`config.mk`:
```
export PLATFORM = sky130hd
export DESIGN_NAME = hazard_stall_controller
export DESIGN_NICKNAME = d
export VERILOG_FILES = /design/src/rtl/hazard_stall_controller.sv
export SDC_FILE = /design/constraint.sdc
export NUM_CORES = 1
export LEC_CHECK = 0
export ABC_AREA = 0
export CAP_MARGIN = 20
export CORE_MARGIN = 3
export CORE_UTILIZATION = 33
export DETAILED_ROUTE_END_ITERATION = 10
export GPL_ROUTABILITY_DRIVEN = 0
export GPL_TIMING_DRIVEN = 1
export HOLD_SLACK_MARGIN = 0.1
export PLACE_DENSITY = 0.81
export SYNTH_ARGS = -nofsm -noshare
export SYNTH_HDL_FRONTEND = slang
export SYNTH_SLANG_ARGS = --single-unit
```
`constraint.sdc`:
```
create_clock -name clock -period 1.76 [get_ports clock]
set_input_delay 0.176 -clock clock [delete_from_list [all_inputs] [get_ports clock]]
set_output_delay 0.176 -clock clock [all_outputs]
set_load 0.02 [all_outputs]
```
`src/rtl/hazard_stall_controller.sv`:
```
// Load-use interlock and multi-cycle multiply/divide sequencer for the 5-stage pipeline.
// Define HAZARD_STALL_STATS_EN to add saturating stall_cycles / md_ops statistics counters.
module hazard_stall_controller #(
    parameter int MD_TIMEOUT = 40,
    parameter int CNT_W      = 16
) (
    input  logic        clock,
    input  logic        reset,
    input  logic [31:0] fd_ir,
    input  logic [31:0] dx_ir,
    input  logic [31:0] xm_ir,
    input  logic        multdiv_rdy,
    input  logic        multdiv_exc,
    output logic        stall_fd,
    output logic        freeze_dx,
    output logic        bubble_dx,
    output logic        ctrl_mult,
    output logic        ctrl_div,
    output logic        md_wren,
    output logic [4:0]  md_dest,
    output logic        md_error,
    output logic        md_busy
`ifdef HAZARD_STALL_STATS_EN
    ,
    output logic [CNT_W-1:0] stall_cycles,
    output logic [CNT_W-1:0] md_ops
`endif
);

    localparam logic [4:0] OP_RTYPE = 5'b00000;
    localparam logic [4:0] OP_BNE   = 5'b00010;
    localparam logic [4:0] OP_JR    = 5'b00100;
    localparam logic [4:0] OP_ADDI  = 5'b00101;
    localparam logic [4:0] OP_BLT   = 5'b00110;
    localparam logic [4:0] OP_SW    = 5'b00111;
    localparam logic [4:0] OP_LW    = 5'b01000;
    localparam logic [4:0] ALU_MUL  = 5'b00110;
    localparam logic [4:0] ALU_DIV  = 5'b00111;
    localparam logic [4:0] ERR_REG  = 5'd30;
    localparam logic [7:0] TMO_LAST = 8'(MD_TIMEOUT - 1);

    typedef enum logic [1:0] {IDLE, START, BUSY, DONE} state_t;

    state_t     state;
    logic [7:0] cnt;
    logic       stall_md;
    logic       bubble_md;

    logic [4:0] fd_op, fd_rd, fd_rs, fd_rt;
    logic [4:0] dx_op, dx_rd, dx_alu;
    logic       dx_mul, dx_div, dx_lw;
    logic       rd_rs, rd_rt, rd_rd, fd_dep, load_use;
    logic       done_hit, done_err;
    logic [4:0] done_dest;
    logic       unused_bits;

    assign fd_op  = fd_ir[31:27];
    assign fd_rd  = fd_ir[26:22];
    assign fd_rs  = fd_ir[21:17];
    assign fd_rt  = fd_ir[16:12];
    assign dx_op  = dx_ir[31:27];
    assign dx_rd  = dx_ir[26:22];
    assign dx_alu = dx_ir[6:2];

    // xm_ir is reserved for a later load-use extension
    assign unused_bits = ^{xm_ir, fd_ir[11:0], dx_ir[21:7], dx_ir[1:0]};

    assign dx_mul = (dx_op == OP_RTYPE) && (dx_alu == ALU_MUL);
    assign dx_div = (dx_op == OP_RTYPE) && (dx_alu == ALU_DIV);
    assign dx_lw  = (dx_op == OP_LW);

    assign rd_rs  = fd_op inside {OP_RTYPE, OP_ADDI, OP_LW, OP_SW, OP_JR, OP_BNE, OP_BLT};
    assign rd_rt  = (fd_op == OP_RTYPE);
    assign rd_rd  = fd_op inside {OP_SW, OP_BNE, OP_BLT, OP_JR};
    assign fd_dep = (rd_rs && (fd_rs == dx_rd)) ||
                    (rd_rt && (fd_rt == dx_rd)) ||
                    (rd_rd && (fd_rd == dx_rd));

    // Gated by reset so every output reads 0 while reset is held, and by IDLE so multdiv wins
    assign load_use = reset && (state == IDLE) && dx_lw && (dx_rd != 5'd0) && fd_dep;

    assign stall_fd  = stall_md | load_use;
    assign bubble_dx = bubble_md | load_use;

    // A ready pulse on the timeout cycle still reports the unit's own exception status
    assign done_hit  = multdiv_rdy || (cnt == TMO_LAST);
    assign done_err  = multdiv_rdy ? multdiv_exc : 1'b1;
    assign done_dest = done_err ? ERR_REG : md_dest;

    always_ff @(posedge clock or negedge reset) begin
        if (!reset) begin
            state     <= IDLE;
            cnt       <= 8'd0;
            md_dest   <= 5'd0;
            stall_md  <= 1'b0;
            bubble_md <= 1'b0;
            freeze_dx <= 1'b0;
            ctrl_mult <= 1'b0;
            ctrl_div  <= 1'b0;
            md_wren   <= 1'b0;
            md_error  <= 1'b0;
            md_busy   <= 1'b0;
        end else begin
            ctrl_mult <= 1'b0;
            ctrl_div  <= 1'b0;
            bubble_md <= 1'b0;
            md_wren   <= 1'b0;
            md_error  <= 1'b0;
            case (state)
                IDLE: begin
                    if (dx_mul || dx_div) begin
                        state     <= START;
                        md_dest   <= dx_rd;
                        ctrl_mult <= dx_mul;
                        ctrl_div  <= dx_div;
                        stall_md  <= 1'b1;
                        freeze_dx <= 1'b1;
                        md_busy   <= 1'b1;
                    end
                end
                START: begin
                    state <= BUSY;
                    cnt   <= 8'd0;
                end
                BUSY: begin
                    cnt <= cnt + 8'd1;
                    if (done_hit) begin
                        state     <= DONE;
                        freeze_dx <= 1'b0;
                        bubble_md <= 1'b1;
                        md_error  <= done_err;
                        md_dest   <= done_dest;
                        md_wren   <= (done_dest != 5'd0);
                    end
                end
                DONE: begin
                    state    <= IDLE;
                    stall_md <= 1'b0;
                    md_busy  <= 1'b0;
                end
                default: state <= IDLE;
            endcase
        end
    end

`ifdef HAZARD_STALL_STATS_EN
    function automatic logic [CNT_W-1:0] sat_inc(input logic [CNT_W-1:0] v);
        return (&v) ? v : v + CNT_W'(1);
    endfunction

    always_ff @(posedge clock or negedge reset) begin
        if (!reset) begin
            stall_cycles <= '0;
            md_ops       <= '0;
        end else begin
            if (stall_fd)
                stall_cycles <= sat_inc(stall_cycles);
            if (state == DONE)
                md_ops <= sat_inc(md_ops);
        end
    end
`endif

endmodule

```
==> results.py, run 1 <==
metrics = {
    "clock_tree": {
        "clock-sinks": 22,
        "clkTransAtPathRegs_ns": 0.08,
        "cts_max_path_buffers": 2,
        "cts_buffers": 3,
        "cts_tree": "yes",
        "clk_root_buffer_cell": "clkbuf_8",
        "clkLatencyLatePin_ns": 0.27,
        "h-tree-depth": 1,
        "ctsHoldBuffers": 0,
    },
    "sta": {
        "finalMaxSlewViolations": 0,
        "setup_tns_ns": 0,
        "hold_viol_final": 0,
        "fmax_ghz": 0.571,
        "skew_ns": 0.00116,
        "finalWorstSetupSlack_ns": 0.00944,
        "setup_violations": 0,
        "rsz0062_at_grt": "true",
        "relSlewSlack_pct": 80.5,
        "post-route-min-period_ns": 1.75,
        "period_share_pct": 99.5,
        "tightest_slew_ns": 0.290,
    },
    "grt": {
        "gr-usage-all-layers_pct": 16.6,
        "grt_max_degree": 23,
        "grt-ovfl-total": 0,
        "grt_pass1_wl_um": 6550,
        "grt_pass1_vias": 1400,
        "antenna_found_initial": 0,
    },
    "route": {
        "wirelength_um": 4170,
        "wl_per_cell_um": 15.0,
        "num_vias": 1382,
        "drc_errors": 0,
        "viasPerCell": 4.97,
        "drtPass1Iterations": 4,
        "ant_nets": 0,
        "first_iter_violations": 55,
    },
    "floorplan": {
        "die_area_um2": 5030,
        "coreArea_um2": 3850,
        "fp.dieH_um": 70.9,
        "rows": 22,
        "start_util_pct": 36.1,
        "die_w_um": 70.9,
        "io_pins": 113,
    },
    "worst_setup_path": {
        "path_class": "in2out",
        "cp_cell_sequence": "buf_6 -> or4_4 -> nor4_4 -> a21oi_1 -> a31oi_1 -> buf_4",
        "path_buf_inv": 2,
        "r2r_slack_ns": 0.08,
        "start_kind": "input pin",
        "startpoint": "fd_ir[30]",
        "endpoint_kind": "primary output",
        "rr_startpoint": "cnt[1]",
        "cp_data_arrival_time_ns": 1.57,
        "cp_max_fo": 2,
        "worst_path_largest_cell_delay_ns": 0.54,
        "worstPathRequired_ns": 1.58,
        "cp_top_family": "simple AND/OR/NAND/NOR gates",
        "critPathSlowestCell": "or4_4",
    },
    "finish": {
        "drive_gt1_share_pct": 31.7,
        "fin_area_um2": 2340,
        "diodes": 0,
        "multi_input_area_um2": 861,
        "regMostFlops": "cnt",
        "reg_top3": "cnt x8, md_dest x5, state x2",
        "fin_nets": 336,
        "largest_reg_flops": 8,
        "synthToLayoutAreaGrowth_pct": 68.1,
        "seqCellArea_um2": 551,
        "layout_common_cells": "32 x buf_4, 29 x clkdlybuf4s50_1, 22 x dfrtp_1",
        "nFillCells": 313,
        "layout_commonest_cell": "buf_4",
    },
    "yosys": {
        "ys_seq_area_share_pct": 39.6,
        "synth_edf_count": 0,
        "async_flop_share_pct": 100,
        "netlist_instances": 144,
        "yosys_warnings": 0,
        "synth_area_um2": 1390,
        "ys_ff_latch": 22,
        "yosysUniqueCellTypes": 40,
        "postSynthAreaPerCell_um2": 9.65,
        "yosys.area.top_type": "dfrtp_1",
        "syn_nets": 249,
        "synthFlopType": "dfrtp_1",
        "synth.top_cells.by_area": "dfrtp_1 40%, xor2_1 7.6%, ha_1 4.5%",
        "synth_top_area_share_pct": 39.6,
    },
    "power_and_ir_drop": {
        "max-vdd-ir-drop_mv": 0.682,
        "leakagePower_nw": 1.06,
        "power_density_nw_per_um2": 877,
    },
    "placed_design": {
        "post_dp_cell_area_um2": 2190,
        "hpwl_um": 3230,
        "io_buffers": 51,
        "place_ws_ns": -0.771,
    },
    "flow_run": {
        "max_cap_violations": 0,
    },
    "hold_path": {
        "min_path_type": "in2reg",
        "worstHoldStart": "dx_ir[26]",
    },
    "status": {
        "status": "finished clean",
    },
}
report_power, final:
part	total (mW)	internal [mW]	switching [mW]	leakage, nW
Combinational	1.07	0.551	0.517	0.757
Clock	0.366	0.200	0.166	0.0288
Sequential	0.614	0.572	0.0424	0.279
Total	2.05	1.32	0.726	1.06
cell type report:
| cell class | instances | share of cell area, % |
|---|---|---|
| Multi-Input combinational cell | 106 | 36.8 |
| Timing Repair Buffer | 85 | 32.6 |
| Sequential cell | 22 | 23.6 |
| Tap cell | 48 | 2.57 |
| Clock buffer | 4 | 2.36 |
| Inverter | 13 | 2.09 |
worst register-to-register path, cell delays in order (launching register included):
cell and delay, ns:
dfrtp_1 0.40, ha_2 0.20, nand4b_1 0.15, o211ai_1 0.25
a21boi_2 0.23, mux2_2 0.34
synthesized netlist by cell type, drive strengths merged (2+ instances only):
cell type  number
a31oi           3
nor2b           2
o2bb2ai         2
nand2           6
nand4b          2
nand3           8
ha              5
mux2i           3
xor2           12
inv            13
clkbuf          2
nor2           12
o22a            5
o21ai           7
or4             3
nor3            2
or3             2
a21oi           8
nor4            3
nor3b           2
o22ai           3
xnor2           4
dfrtp          22
per-stage QoR:
stage,hold slack [ns],utilization (%),cells,power (mW)
floorplan,-0.120,-,144,1.18
global placement,0.492,56.8,272,1.60
detailed placement,0.518,56.8,272,1.63
CTS,0.367,58.6,276,2.01
global route,0.318,60.6,278,2.18
finish,0.300,60.6,278,2.05
what timing repair did:
| item | in CTS | in global routing |
|---|---|---|
| resized for setup | 52 | 26 |
| pin swaps | 11 | 9 |
| buffers inserted | 1 | 2 |
| setup endpoints to repair | 2 | 6 |
logic make-up (layout without fill, tap and decap cells):
group                      after synthesis  in the layout  synth area share, %
adders and majority gates                6              6                 5.22
buffers and inverters                   16            102                 4.41
and+or+nand+nor                         47             47                 19.7
xor gates and xnor gates                16             16                 10.1
AOI/OAI and AO/OA                       33             33                 18.0
muxes                                    4              4                 2.97
DFF                                     22             22                 39.6
per-layer routing:
metal / wire length, um / vias to the layer above / track usage, %
li1: - / 690 / -
met1: 1720 / 653 / 19.5
met2: 2190 / 29 / 29.2
met3: 139 / 10 / 3.55
met4: 119 / 0 / 6.68
met5: 0 / - / 0
path summary, 6_finish.rpt:
check                             end  cells past startpoint
hold / removal             md_dest[4]                      3
setup reg to reg             state[1]                      5
min in group asynchronous      cnt[6]                      2
setup / recovery            bubble_dx                      6
hold reg to reg             freeze_dx                      1
max in group asynchronous   ctrl_mult                      2
No activity file was read; power rests on OpenSTA's default activity.
==> run 2, diff against run 1 <==
--- a/config.mk
+++ b/config.mk
@@ -13,7 +13,7 @@
 export GPL_ROUTABILITY_DRIVEN = 0
 export GPL_TIMING_DRIVEN = 1
 export HOLD_SLACK_MARGIN = 0.1
-export PLACE_DENSITY = 0.81
+export PLACE_DENSITY = 0.84
 export SYNTH_ARGS = -nofsm -noshare
 export SYNTH_HDL_FRONTEND = slang
 export SYNTH_SLANG_ARGS = --single-unit
==> results.py, run 2 (synthesis gave the netlist of run 1 again) <==
metrics = {
    "clock_tree": {
        "cts_buffers": 3,
        "clk_root_buffer_cell": "clkbuf_8",
        "clkTransAtPathRegs_ns": 0.07,
        "cts_tree": "yes",
        "cts_max_path_buffers": 2,
        "clkLatencyLatePin_ns": 0.25,
        "h-tree-depth": 1,
        "clock-sinks": 22,
        "ctsHoldBuffers": 0,
    },
    "route": {
        "drc_errors": 0,
        "wl_per_cell_um": 15.5,
        "first_iter_violations": 91,
        "viasPerCell": 5.10,
        "num_vias": 1417,
        "ant_nets": 0,
        "wirelength_um": 4300,
        "drtPass1Iterations": 4,
    },
    "sta": {
        "period_share_pct": 102,
        "setup_violations": 1,
        "rsz0062_at_grt": "true",
        "post-route-min-period_ns": 1.79,
        "hold_viol_final": 0,
        "relSlewSlack_pct": 78.4,
        "fmax_ghz": 0.558,
        "finalWorstSetupSlack_ns": -0.0330,
        "skew_ns": 0.00170,
        "finalMaxSlewViolations": 0,
        "setup_tns_ns": -0.0330,
        "tightest_slew_ns": 0.321,
    },
    "finish": {
        "fin_nets": 337,
        "regMostFlops": "cnt",
        "reg_top3": "cnt x8, md_dest x5, state x2",
        "diodes": 0,
        "fin_area_um2": 2300,
        "final_core_util_pct": 59.7,
        "layout_commonest_cell": "buf_4",
        "synthToLayoutAreaGrowth_pct": 65.5,
        "largest_reg_flops": 8,
        "nFillCells": 334,
        "layout_common_cells": "35 x buf_4, 28 x clkdlybuf4s50_1, 22 x dfrtp_1",
        "drive_gt1_share_pct": 32.2,
    },
    "placed_design": {
        "place_ws_ns": -0.848,
        "post_dp_cell_area_um2": 2200,
        "hpwl_um": 3400,
        "io_buffers": 51,
    },
    "grt": {
        "grt_max_degree": 23,
        "grt_pass1_vias": 1446,
        "gr-usage-all-layers_pct": 17.4,
        "grt-ovfl-total": 0,
        "grt_pass1_wl_um": 6980,
        "antenna_found_initial": 0,
    },
    "status": {
        "failed_checks": "setup timing",
        "status": "complete, but fails checks",
    },
    "floorplan": {
        "fp.dieH_um": 70.9,
        "io_pins": 113,
        "coreArea_um2": 3850,
        "die_w_um": 70.9,
        "start_util_pct": 36.1,
        "die_area_um2": 5030,
        "rows": 22,
    },
    "worst_setup_path": {
        "cp_data_arrival_time_ns": 1.62,
        "start_kind": "input pin",
        "critPathSlowestCell": "clkdlybuf4s50_1",
        "endpoint_kind": "primary output",
        "worst_path_largest_cell_delay_ns": 0.41,
        "cp_max_fo": 2,
        "worstPathRequired_ns": 1.58,
        "cp_cell_sequence": "clkdlybuf4s50_1 -> xor2_1 -> nor4_4 -> a21oi_1 -> a31oi_1 -> buf_4",
        "path_class": "in2out",
    },
    "power_and_ir_drop": {
        "leakagePower_nw": 1.04,
        "max-vdd-ir-drop_mv": 0.529,
        "power_mw": 1.99,
        "power_density_nw_per_um2": 867,
    },
    "flow_run": {
        "max_cap_violations": 0,
    },
    "hold_path": {
        "min_path_type": "in2reg",
    },
}
-- run 2: per-layer routing --
metal	vias to the layer above	wire length [um]	track usage (%)	part of all wire, %
li1	685	-	-	-
met2	36	2320	31.6	54
met4	0	93	5.01	2.2
met1	686	1740	20.9	40
met3	10	155	2.84	3.6
met5	-	0	0	0
-- run 2: what timing repair did --
item | in CTS | in global routing
pin swaps | 15 | 10
gates cloned | 0 | 0
resized for setup | 63 | 15
setup buffers | 0 | 1
setup endpoints to repair | 2 | 3
-- run 2: per-stage QoR --
| step | hold slack [ns] | std cells |
|---|---|---|
| floorplan | -0.120 | 144 |
| finish | 0.313 | 278 |
| global route | 0.311 | 278 |
| global placement | 0.499 | 274 |
| detailed placement | 0.506 | 274 |
| CTS | 0.375 | 277 |
-- run 2: final timing paths --
| kind | start | endpoint | slack [ns] | cells after the start |
|---|---|---|---|---|
| max | fd_ir[12] | bubble_dx | -0.03 | 6 |
| min | dx_ir[26] | md_dest[4] | 0.31 | 3 |
| max reg2reg | cnt[4] | state[1] | 0.06 | 4 |
| min reg2reg | freeze_dx | freeze_dx | 0.51 | 1 |
| max in group asynchronous | reset | cnt[2] | 1.17 | 2 |
| min in group asynchronous | reset | cnt[5] | 0.37 | 2 |
-- run 2: worst max-delay path: cells and delay by family --
family | cells | cell delay [ns]
simple gates | 1 | 0.37
compound gates | 2 | 0.30
xor+xnor | 1 | 0.19
buf+inv | 2 | 0.58
-- run 2: final cells by class --
type | count | area (um^2) | share of cell area (%)
repair buffers | 86 | 741 | 32.2
well taps | 48 | 60.1 | 2.61
clock buffers | 3 | 41.3 | 1.79
inverters | 13 | 48.8 | 2.12
flip-flops and latches | 22 | 551 | 23.9
multi-input cells | 106 | 860 | 37.4
-- run 2: where the power goes --
part | total, mW | internal [mW] | switching [mW] | leakage (nW)
Combinational | 1.08 | 0.553 | 0.523 | 0.741
Clock | 0.300 | 0.152 | 0.148 | 0.0216
Sequential | 0.618 | 0.573 | 0.0451 | 0.279
